File: src/rtl/neuron_sequencer.sv
// rtl/neuron_sequencer.sv - neuron datapath sequencer: clear, MAC loop, bias, activation per neuron
// Supports run-time input count, operand stalls, multi-neuron jobs and abort.
module neuron_sequencer #(
  parameter int MAX_INPUTS = 16,
  parameter int IDX_W      = 4,
  parameter int NEURONS    = 1,
  parameter int NEU_W      = 1,
  parameter int USE_BIAS   = 1
) (
  input  logic             clk,
  input  logic             rst,
  input  logic             start,
  input  logic [IDX_W-1:0] len_m1,
  input  logic             in_valid,
  input  logic             abort,
  output logic             ready,
  output logic             busy,
  output logic             done,
  output logic             in_reg_en,
  output logic             acc_clr,
  output logic             acc_en,
  output logic             bias_en,
  output logic             act_en,
  output logic [IDX_W-1:0] idx,
  output logic [NEU_W-1:0] neuron
);

  typedef enum logic [2:0] {
    S_IDLE, S_CLR, S_FETCH, S_MAC, S_BIAS, S_ACT, S_DONE
  } state_t;

  state_t           state;
  logic [IDX_W-1:0] len_q;

  always_ff @(posedge clk) begin
    if (!rst) begin
      state  <= S_IDLE;
      idx    <= '0;
      neuron <= '0;
      len_q  <= '0;
    end else if (abort && state != S_IDLE) begin
      state  <= S_IDLE;
      idx    <= '0;
      neuron <= '0;
    end else begin
      case (state)
        S_IDLE: begin
          if (start) begin
            len_q  <= len_m1;
            idx    <= '0;
            neuron <= '0;
            state  <= S_CLR;
          end
        end
        S_CLR:   state <= S_FETCH;
        S_FETCH: if (in_valid) state <= S_MAC;
        S_MAC: begin
          // the last step is detected before incrementing, so idx never wraps
          if (idx == len_q) begin
            state <= (USE_BIAS != 0) ? S_BIAS : S_ACT;
          end else begin
            idx   <= idx + 1'b1;
            state <= S_FETCH;
          end
        end
        S_BIAS:  state <= S_ACT;
        S_ACT: begin
          if (neuron == NEU_W'(NEURONS - 1)) begin
            state <= S_DONE;
          end else begin
            neuron <= neuron + 1'b1;
            idx    <= '0;
            state  <= S_CLR;
          end
        end
        S_DONE:  state <= S_IDLE;
        default: state <= S_IDLE;
      endcase
    end
  end

  assign ready     = (state == S_IDLE);
  assign busy      = (state != S_IDLE);
  assign done      = (state == S_DONE);
  assign acc_clr   = (state == S_CLR);
  assign acc_en    = (state == S_MAC);
  assign bias_en   = (state == S_BIAS);
  assign act_en    = (state == S_ACT);
  assign in_reg_en = (state == S_FETCH) && in_valid;

endmodule

File: config.mk
export PLATFORM = sky130hd
export DESIGN_NAME = neuron_sequencer
export DESIGN_NICKNAME = d
export VERILOG_FILES = /design/src/rtl/neuron_sequencer.sv
export SDC_FILE = /design/constraint.sdc
export NUM_CORES = 1
export LEC_CHECK = 0
export ABC_AREA = 1
export BUFFER_PORTS_ARGS = -buffer_cell sky130_fd_sc_hd__buf_4
export CAP_MARGIN = 10
export CORE_UTILIZATION = 43
export DETAILED_ROUTE_END_ITERATION = 8
export GPL_TIMING_DRIVEN = 1
export PLACE_DENSITY = 0.72
export SETUP_SLACK_MARGIN = 0.5
export SLEW_MARGIN = 20
export SYNTH_ARGS = -nofsm -noshare
export SYNTH_HDL_FRONTEND = slang
export SYNTH_SLANG_ARGS = --single-unit
File: constraint.sdc
create_clock -name clk -period 1.33 [get_ports clk]
set_clock_uncertainty 0.2 [all_clocks]
set_input_delay 0.3325 -clock clk [delete_from_list [all_inputs] [get_ports clk]]
set_output_delay 0.3325 -clock clk [all_outputs]
set_load 0.01 [all_outputs]
==> results of run 1 <==
==> flip-flops by register name, summed over array words and instances, names as in the netlist <==
register  cells
idx           4
state         3
len_q         4
==> what timing repair did <==
action / in CTS / in global routing
gates cloned: 0 / 0
pin swaps: 7 / 2
setup buffers: 11 / 3
endpoints found under the setup margin: 23 / 23
resized for setup: 25 / 10
==> metrics by stage <==
stage	cell area [um2]	instances	setup TNS (ns)	power (W)	setup WS (ns)
final	1190	155	-3.34	0.00140	-0.293
after global routing	1190	155	-4.22	0.00147	-0.330
after CTS	1140	152	-2.96	0.00134	-0.269
after detailed placement	930	137	-0.0418	0.000917	-0.0233
after global placement	930	137	0	0.000907	0.00694
after floorplan	744	99	0	0.000767	0.0680
==> area by class of cell <==
cell class	count	area [um2]
Fill cell	85	312
Multi-Input combinational cell	68	499
Timing Repair Buffer	37	319
Sequential cell	11	244
Clock buffer	4	26.3
Tap cell	16	20.0
Inverter	19	86.3
==> final timing paths <==
check | startpoint | endpoint | cells after the start
min | len_m1[3] | len_q[3] | 3
max | state[2] | acc_clr | 4
min reg2reg | len_q[1] | len_q[1] | 2
max reg2reg | state[1] | state[0] | 7
==> power by group through the flow <==
stage / registers, W / clock network (W) / logic (W)
after detailed placement: 0.000415 / 0 / 0.000503
after floorplan: 0.000410 / 0 / 0.000357
final: 0.000423 / 0.000239 / 0.000738
after global routing: 0.000429 / 0.000255 / 0.000789
after global placement: 0.000414 / 0 / 0.000493
after CTS: 0.000418 / 0.000235 / 0.000689
==> synth_stat cells (all sizes together) <==
cell / count
xor2: 1
inv: 19
nand4: 1
nor2: 11
o21ai: 5
conb: 1
a21oi: 12
dfxtp: 11
nand2: 25
nor3: 1
a31oi: 1
buf: 1
ha: 1
nor4: 1
nand3: 8
==> worst max-delay path, cell delays in order, from the launching register on <==
cell,delay [ns]
dfxtp_2,0.34
buf_4,0.13
buf_4,0.13
nor2_2,0.09
buf_4,0.13
==> per-layer routing <==
layer / vias up / global-route usage [%] / share of wire (%)
met5: - / 0 / 0
met4: 0 / 11.3 / 2.1
met3: 5 / 3.88 / 2.8
met2: 17 / 40.3 / 54
met1: 356 / 27.4 / 41
li1: 398 / - / -
==> kinds of logic after synthesis <==
family	count (synthesis)	synth area share, %
AOI/OAI and AO/OA	18	15.4
buffers and inverters	20	11.4
other	1	0.544
DFF	11	31.9
xor gates and xnor gates	1	1.27
and+or+nand+nor	47	37.6
adders and majority gates	1	1.81
==> metrics, run 1 <==
fmax=0.616 GHz; starting density of the core=45.8%; DIE WIDTH=42.0 um; Ports=22; Total GRT Usage=23.1%; total grt overflow=0; gpl congestion=0.842; Reg clk slew, reported paths=roughly 0.07 ns; commonest cells after routing, fill and taps aside=buf_4, nand2_1, inv_1; Reg power frac=around 30%; Netlist cell types=25; core area=0.00151 mm2; initial antenna violation count=0; hpwl dp=between 1 and 1.5 mm; # DRC=0; Sink Count=11; Syn. warnings=0; clock power share=17.1%; Synth Register Bits=11; worst hold path class=input port to register; DRT iter0 DRCs=9; first-pass GRT wire length=3.08 mm; PortBufs=20; Syn Inst Count=99; drt wl/cell=between 10 and 15 um; Avg Cell Area, Syn=6.96 um2; final worst slack=-0.293 ns; die footprint=0.00177 mm2; sequential area share after synthesis=31.9%; P_sw=0.000567 W; Total Routed Length=1.99 mm; Comb power frac=a little over half; CP startpoint kind=register; synthesized cell area=689 um2; pin count of the biggest net entering global routing=9; post-route minimum period=1.62 ns; Max-Cap Viols=0; Root Driver=clkbuf_4; Setup crit end kind=output port; row count=14; H-tree Lvls=1; drt pass-1 iters=4; WP data required=0.80 ns; Worst IR Drop VDD=0.856 mV; Sw Share=just over 40%; antenna viol nets, final=0; CTS tree=yes; vias in the first global route=745; Vias=776; DR vias/cell=5.01; Die Y=42.0 um; post-synth top area share=31.9%; Reg2Reg Setup Slack=-0.20 ns; power per standard cell area=1170 mW/mm2; fin nets=150; hold-fix buffers at CTS=0; Worst EP arrival=1.09 ns; status=finished, violations left; failing checks=setup timing; Hold WS=0.114 ns; Post-Synthesis Net Count=109; # setup viols final=19; Internal=0.000832 W; Antenna Cells=0; Crit Path Class=register to output port; Num CTS Buffers=3; clock tree buffer depth=2; Final Slew Violations=0; layout cells sized above 1=~61%; Tcrit/Tclk final=122%; Max FO, Critical Path=2; Pleak=roughly 0.52 nW; Yosys top cell by area=dfxtp_1; top cells by area, synth=dfxtp_1, nand2_1, inv_1; commonest non-fill, non-tap cell in the layout=buf_4; final hold violation count=0; Layout area overhead=73.3%; Core Util, Final=a little under 80%; RSZ-0062 raised after global routing=true; insertion delay to the later sink of the worst-skew pair=about 0.28 ns
No activity file was read; power rests on OpenSTA's default activity.
==> inputs of run 2 (changes only) <==
Settings changed: ABC_AREA 1 to 0, CORE_UTILIZATION 43 to 42, TNS_END_PERCENT from default to 50.
==> metrics, run 2 <==
status=finished, violations left; failing checks=setup timing; Num CTS Buffers=3 (unchanged); Commonest cells post-synth=dfxtp_1, nor2b_1, mux2i_1, nand2_1, xor2_1; cell area after layout=0.00107 mm2 (-10%); antenna viol nets, final=0 (unchanged); Max stage delay on crit path=0.33 ns (about the same); largest registers=idx: 4 flops, len_q: 4 flops, state: 3 flops; Post-Synthesis Net Count=76 (-30%); initial antenna violation count=0 (unchanged); starting density of the core=45.9% (+0.10 points); Syn. warnings=0 (unchanged); Avg Cell Area, Syn=9.16 um2 (+31%); top cells by area, synth=dfxtp_1, mux2i_1, xor2_1; Max-Cap Viols=0 (unchanged); ys flop type=dfxtp_1; hold_sp=len_m1[2]; total grt overflow=0 (unchanged); CP max-delay cell=dfxtp_2; WP data required=1.32 ns (+0.52 ns); clock tree buffer depth=2 (unchanged); DRT iter0 DRCs=12 (+3); # DRC=0 (unchanged); RSZ-0062 raised after global routing=true; Yosys top cell by area=dfxtp_1; CP Launch Point=state[2]; sequential area share after synthesis=36.4% (+4.5 points); Pleak=0.490 nW (-6.0%); worst hold path class=input port to register; RR Startpoint=state[2]; overall power=0.000889 W (-36%); Antenna Cells=0 (unchanged); CP startpoint kind=register; post-route minimum period=1.75 ns (+0.123 ns); Top Family by Delay on Critical Path=simple AND/OR/NAND/NOR gates; power per standard cell area=828 mW/mm2 (-29%); Final Slew Violations=0 (unchanged); post-synth top area share=36.4% (+4.5 points); synthesized cell area=604 um2 (-12%); Synth Register Bits=11 (unchanged); drt pass-1 iters=4 (unchanged); Reg clk slew, reported paths=0.07 ns (about the same); Buf/Inv on CP=3 (unchanged); fin nets=115 (-23%); Worst EP arrival=1.74 ns (+0.65 ns); Netlist cell types=30 (+20%); gpl congestion=0.728 (-14%); first-pass GRT wire length=2.26 mm (-26%); Async S/R FF share, synth=0% (unchanged); Root Driver=clkbuf_4; Post-synth EDFFs=0 (unchanged); layout cells sized above 1=61.5% (+0.39 points); fmax=0.573 GHz (-7.0%); Max FO, Critical Path=7 (+5); Die Y=39.9 um (-5.0%); insertion delay to the later sink of the worst-skew pair=0.26 ns (-0.02 ns); Syn Inst Count=66 (-33%); Sink Count=11 (unchanged); Worst IR Drop VDD=0.695 mV (-19%); Ports=22 (unchanged); # setup viols final=23 (+4); Reg2Reg Setup Slack=-0.42 ns (-0.22 ns); H-tree Lvls=1 (unchanged); final hold violation count=0 (unchanged); hpwl dp=1.05 mm (-10%); Layout area overhead=77.6%; Vias=592 (-24%); DR vias/cell=4.97 (-0.63%); commonest cells after routing, fill and taps aside=buf_4, buf_6, dfxtp_2; Total GRT Usage=21.3% (-1.8 points); die footprint=0.00159 mm2 (-9.8%); PortBufs=20 (unchanged); TNS Setup=-5.39 ns (-2.04 ns); row count=13 (-1); Core Util, Final=81.5% (+2.2 points); Crit Path Class=register to register; most frequent CP cell=buf_4; Tcrit/Tclk final=131% (+9.2 points); commonest non-fill, non-tap cell in the layout=buf_4; Setup crit end kind=register; DIE WIDTH=39.9 um (-5.0%); pin count of the biggest net entering global routing=8 (-1); CTS tree=yes; Hold WS=0.125 ns (+0.0116 ns); final worst slack=-0.416 ns (-0.123 ns); Total Routed Length=1.49 mm (-25%); drt wl/cell=12.5 um (-2.5%); DP Area=878 um2 (-5.5%); most common cell in the netlist=dfxtp_1; core area=0.00132 mm2 (-13%); vias in the first global route=517 (-31%); CP Cell Sequence=buf_4 > and3b_2 > buf_6 > o41ai_4 > buf_4 > or3_1 > a21oi_1
==> run 2: worst reg2reg max path: cells and delay by family, from the launching register on <==
| family | cells | cell delay (ns) |
|---|---|---|
| and+or+nand+nor | 2 | 0.56 |
| buffers and inverters | 3 | 0.40 |
| DFF | 1 | 0.33 |
| AOI/OAI and AO/OA | 2 | 0.18 |
==> run 2: area by class of cell <==
| cell class | count | area, um2 |
|---|---|---|
| well taps | 15 | 18.8 |
| multi-input cells | 49 | 427 |
| clock buffers | 4 | 26.3 |
| repair buffers | 38 | 353 |
| fillers | 80 | 244 |
| flip-flops and latches | 11 | 239 |
| inverters | 2 | 10.0 |
==> run 2: power by group <==
group          internal, W  leakage [nW]  switching (W)
logic             0.000162         0.381       0.000126
clock network     0.000116        0.0150       0.000112
registers         0.000348        0.0946      0.0000252
==> run 2: routing by layer <==
metal  GRT usage (%)  part of all wire (%)  vias to the layer above
li1                -                     -                      304
met1            28.9                    50                      275
met2            33.9                    47                       13
met3            5.00                   2.9                        0
met4            5.17                     0                        0
met5               0                     0                        -
==> run 2: worst paths after layout <==
kind                    to  cells after the start
setup / recovery    idx[3]                      7
hold reg to reg   len_q[2]                      2
hold / removal    len_q[2]                      3
setup reg to reg    idx[3]                      7
==> run 2: stage by stage <==
stage	cells	setup slack (ns)
finish	119	-0.416
floorplan	66	-0.182
global placement	108	-0.232
global route	119	-0.455
CTS	118	-0.374
detailed placement	108	-0.252
==> run 2: cells by family (layout without fill, tap and decap cells) <==
group / Yosys count / count (layout) / share of synthesized area [%]
AO/OA/AOI/OAI: 13 / 13 / 16.8
flip-flops: 11 / 11 / 36.4
buffers and inverters: 6 / 44 / 6.21
AND/OR/NAND/NOR: 26 / 26 / 25.5
multiplexers: 4 / 4 / 6.63
XOR/XNOR: 4 / 4 / 5.80
adder cells (fa/ha/maj): 1 / 1 / 2.07
other: 1 / 1 / 0.621
==> run 2: timing repair <==
action,4_1_cts,5_1_grt
pin swaps,6,4
resized for setup,27,6
hold buffers,0,0
endpoints found under the setup margin,23,23
setup buffers,6,1
==> inputs of run 3 (changes only) <==
Settings changed: ABC_AREA 0 to 1, CORE_UTILIZATION 42 to 43.
==> metrics, run 3 (synthesized netlist as in run 1, its figures left out) <==
status=finished, violations left; failing checks=setup timing; top sig layer=met4; DIE WIDTH=42.0 um (+5.3%); Layout area overhead=69.1%; hpwl dp=1.13 mm (+7.8%); reg2reg end=idx[1]; hold-fix buffers at CTS=0 (unchanged); DRT iter0 DRCs=17 (+5); fin nets=148 (+29%); Ports=22 (unchanged); clock tree buffer depth=2 (unchanged); Vias=781 (+32%); Num CTS Buffers=3 (unchanged); M1 wire length=854 um (+15%); # setup viols final=19 (-17%); # DRC=0 (unchanged); drt pass-1 iters=4 (unchanged); Top Family by Delay on Critical Path=flip-flops; vias in the first global route=692 (+34%); insertion delay to the later sink of the worst-skew pair=0.27 ns (about the same); Max stage delay on crit path=0.39 ns (+0.06 ns); post-route minimum period=1.61 ns (-0.140 ns); total grt overflow=0 (unchanged); die footprint=0.00177 mm2 (+11%); WP data required=0.80 ns (-0.52 ns); core area=0.00151 mm2 (+14%); starting density of the core=45.8% (-0.10 points); first-pass GRT wire length=2.88 mm (+27%); most frequent CP cell=nor2_4; Pleak=0.511 nW (+4.1%); drt wl/cell=12.9 um (+3.0%); RSZ-0062 raised after global routing=true; Antenna Cells=0 (unchanged); WL met3=64 um (+45%); Total Routed Length=1.98 mm (+32%); Max-Cap Viols=0 (unchanged); Final Slew Violations=0 (unchanged); pin count of the biggest net entering global routing=9 (+1); routed length on met2=1.03 mm (+45%); PortBufs=20 (unchanged); commonest non-fill, non-tap cell in the layout=buf_4; cell area after layout=0.00117 mm2 (+8.6%); H-tree Lvls=1 (unchanged); Worst IR Drop VDD=0.830 mV (+19%); row count=14 (+1); Total GRT Usage=21.8% (+0.44 points); Setup crit end kind=output port; Die Y=42.0 um (+5.3%); commonest cells after routing, fill and taps aside=buf_4, nand2_1, inv_1; Worst EP arrival=1.07 ns (-0.67 ns); Max FO, Critical Path=5 (-2); CP startpoint kind=register; power per standard cell area=1190 mW/mm2 (+44%); Reg clk slew, reported paths=0.08 ns (about the same); RR Startpoint=state[0]; DP Area=925 um2 (+5.3%); WHS Endpoint=len_q[3]; hold_sp=len_m1[3]; Root Driver=clkbuf_4; Crit Path Class=register to output port; final hold violation count=0 (unchanged); fmax=0.623 GHz (+8.7%); worst hold stages=3 (unchanged); CTS tree=yes; worst hold path class=input port to register; Reg2Reg Depth=8 (+1); gpl congestion=0.796 (+9.4%); final worst slack=-0.276 ns (+0.140 ns); antenna viol nets, final=0 (unchanged); Tcrit/Tclk final=121% (-11 points); CP max-delay cell=dfxtp_4; Hold WS=0.118 ns (-0.00762 ns); initial antenna violation count=0 (unchanged); Buf/Inv on CP=2 (-1); Sink Count=11 (unchanged); layout cells sized above 1=56.9% (-4.6 points); DR vias/cell=5.10 (+2.6%); largest registers=idx: 4 flops, len_q: 4 flops, state: 3 flops; CP Cell Sequence=nor2_4 > inv_2 > nor2_4 > buf_6; TNS Setup=-2.88 ns (+2.51 ns); Core Util, Final=77.4% (-4.1 points); Reg2Reg Setup Slack=-0.17 ns (+0.25 ns)
[run 3: cell count changes in the layout (fill, tap and decap cells not counted), sizes merged, moves of 4 or more]
cell	delta
mux2i	-4
nor2b	-5
nor2	+8
inv	+16
nand2	+20
nand3	+7
a21oi	+9
[run 3: where the power goes]
| part | switching, W | internal [W] | total, W |
|---|---|---|---|
| combinational | 0.000386 | 0.000345 | 0.000732 |
| clock | 0.000123 | 0.000116 | 0.000239 |
| sequential | 0.0000534 | 0.000367 | 0.000420 |
[run 3: per-layer routing]
metal | vias up | track usage, %
met5 | - | 0
met4 | 0 | 11.3
met3 | 4 | 5.17
met2 | 20 | 33.1
met1 | 363 | 28.7
li1 | 394 | -
[run 3: per-stage QoR]
| stage | cells | power (W) | worst slack (ns) |
|---|---|---|---|
| after floorplan | 99 | 0.000763 | 0.0669 |
| after global placement | 138 | 0.000907 | -0.00202 |
| after detailed placement | 138 | 0.000916 | -0.0120 |
| after CTS | 150 | 0.00131 | -0.268 |
| after global routing | 153 | 0.00148 | -0.332 |
| final | 153 | 0.00139 | -0.276 |
[run 3: cell type report]
type | count | area, um2
Multi-Input combinational cell | 68 | 489
Fill cell | 98 | 340
Timing Repair Buffer | 35 | 300
Sequential cell | 11 | 244
Inverter | 19 | 86.3
Clock buffer | 4 | 26.3
Tap cell | 16 | 20.0
[run 3: worst max path at each step]
stage	startpoint	to	slack [ns]	cells after the start
final	state[0]	bias_en	-0.28	4
after floorplan	state[1]	idx[3]	0.07	7
after global routing	state[0]	bias_en	-0.33	4
after detailed placement	state[0]	acc_en	-0.01	3
after global placement	state[2]	acc_en	-0.002	4
after CTS	state[2]	in_reg_en	-0.27	4
[run 3: what timing repair did]
action / CTS / global route
pin swaps: 5 / 2
setup endpoints to repair: 23 / 23
gates resized for setup: 20 / 16
buffers inserted: 8 / 3
[run 3: worst reg2reg max path, stage by stage (launching register included)]
cell and delay (ns):
dfxtp_4 0.39, nor2_4 0.15, nand2_4 0.09, buf_6 0.14, nor2_4 0.10, a21oi_4 0.05
nand2_2 0.09, nand2_1 0.08, a21oi_2 0.13
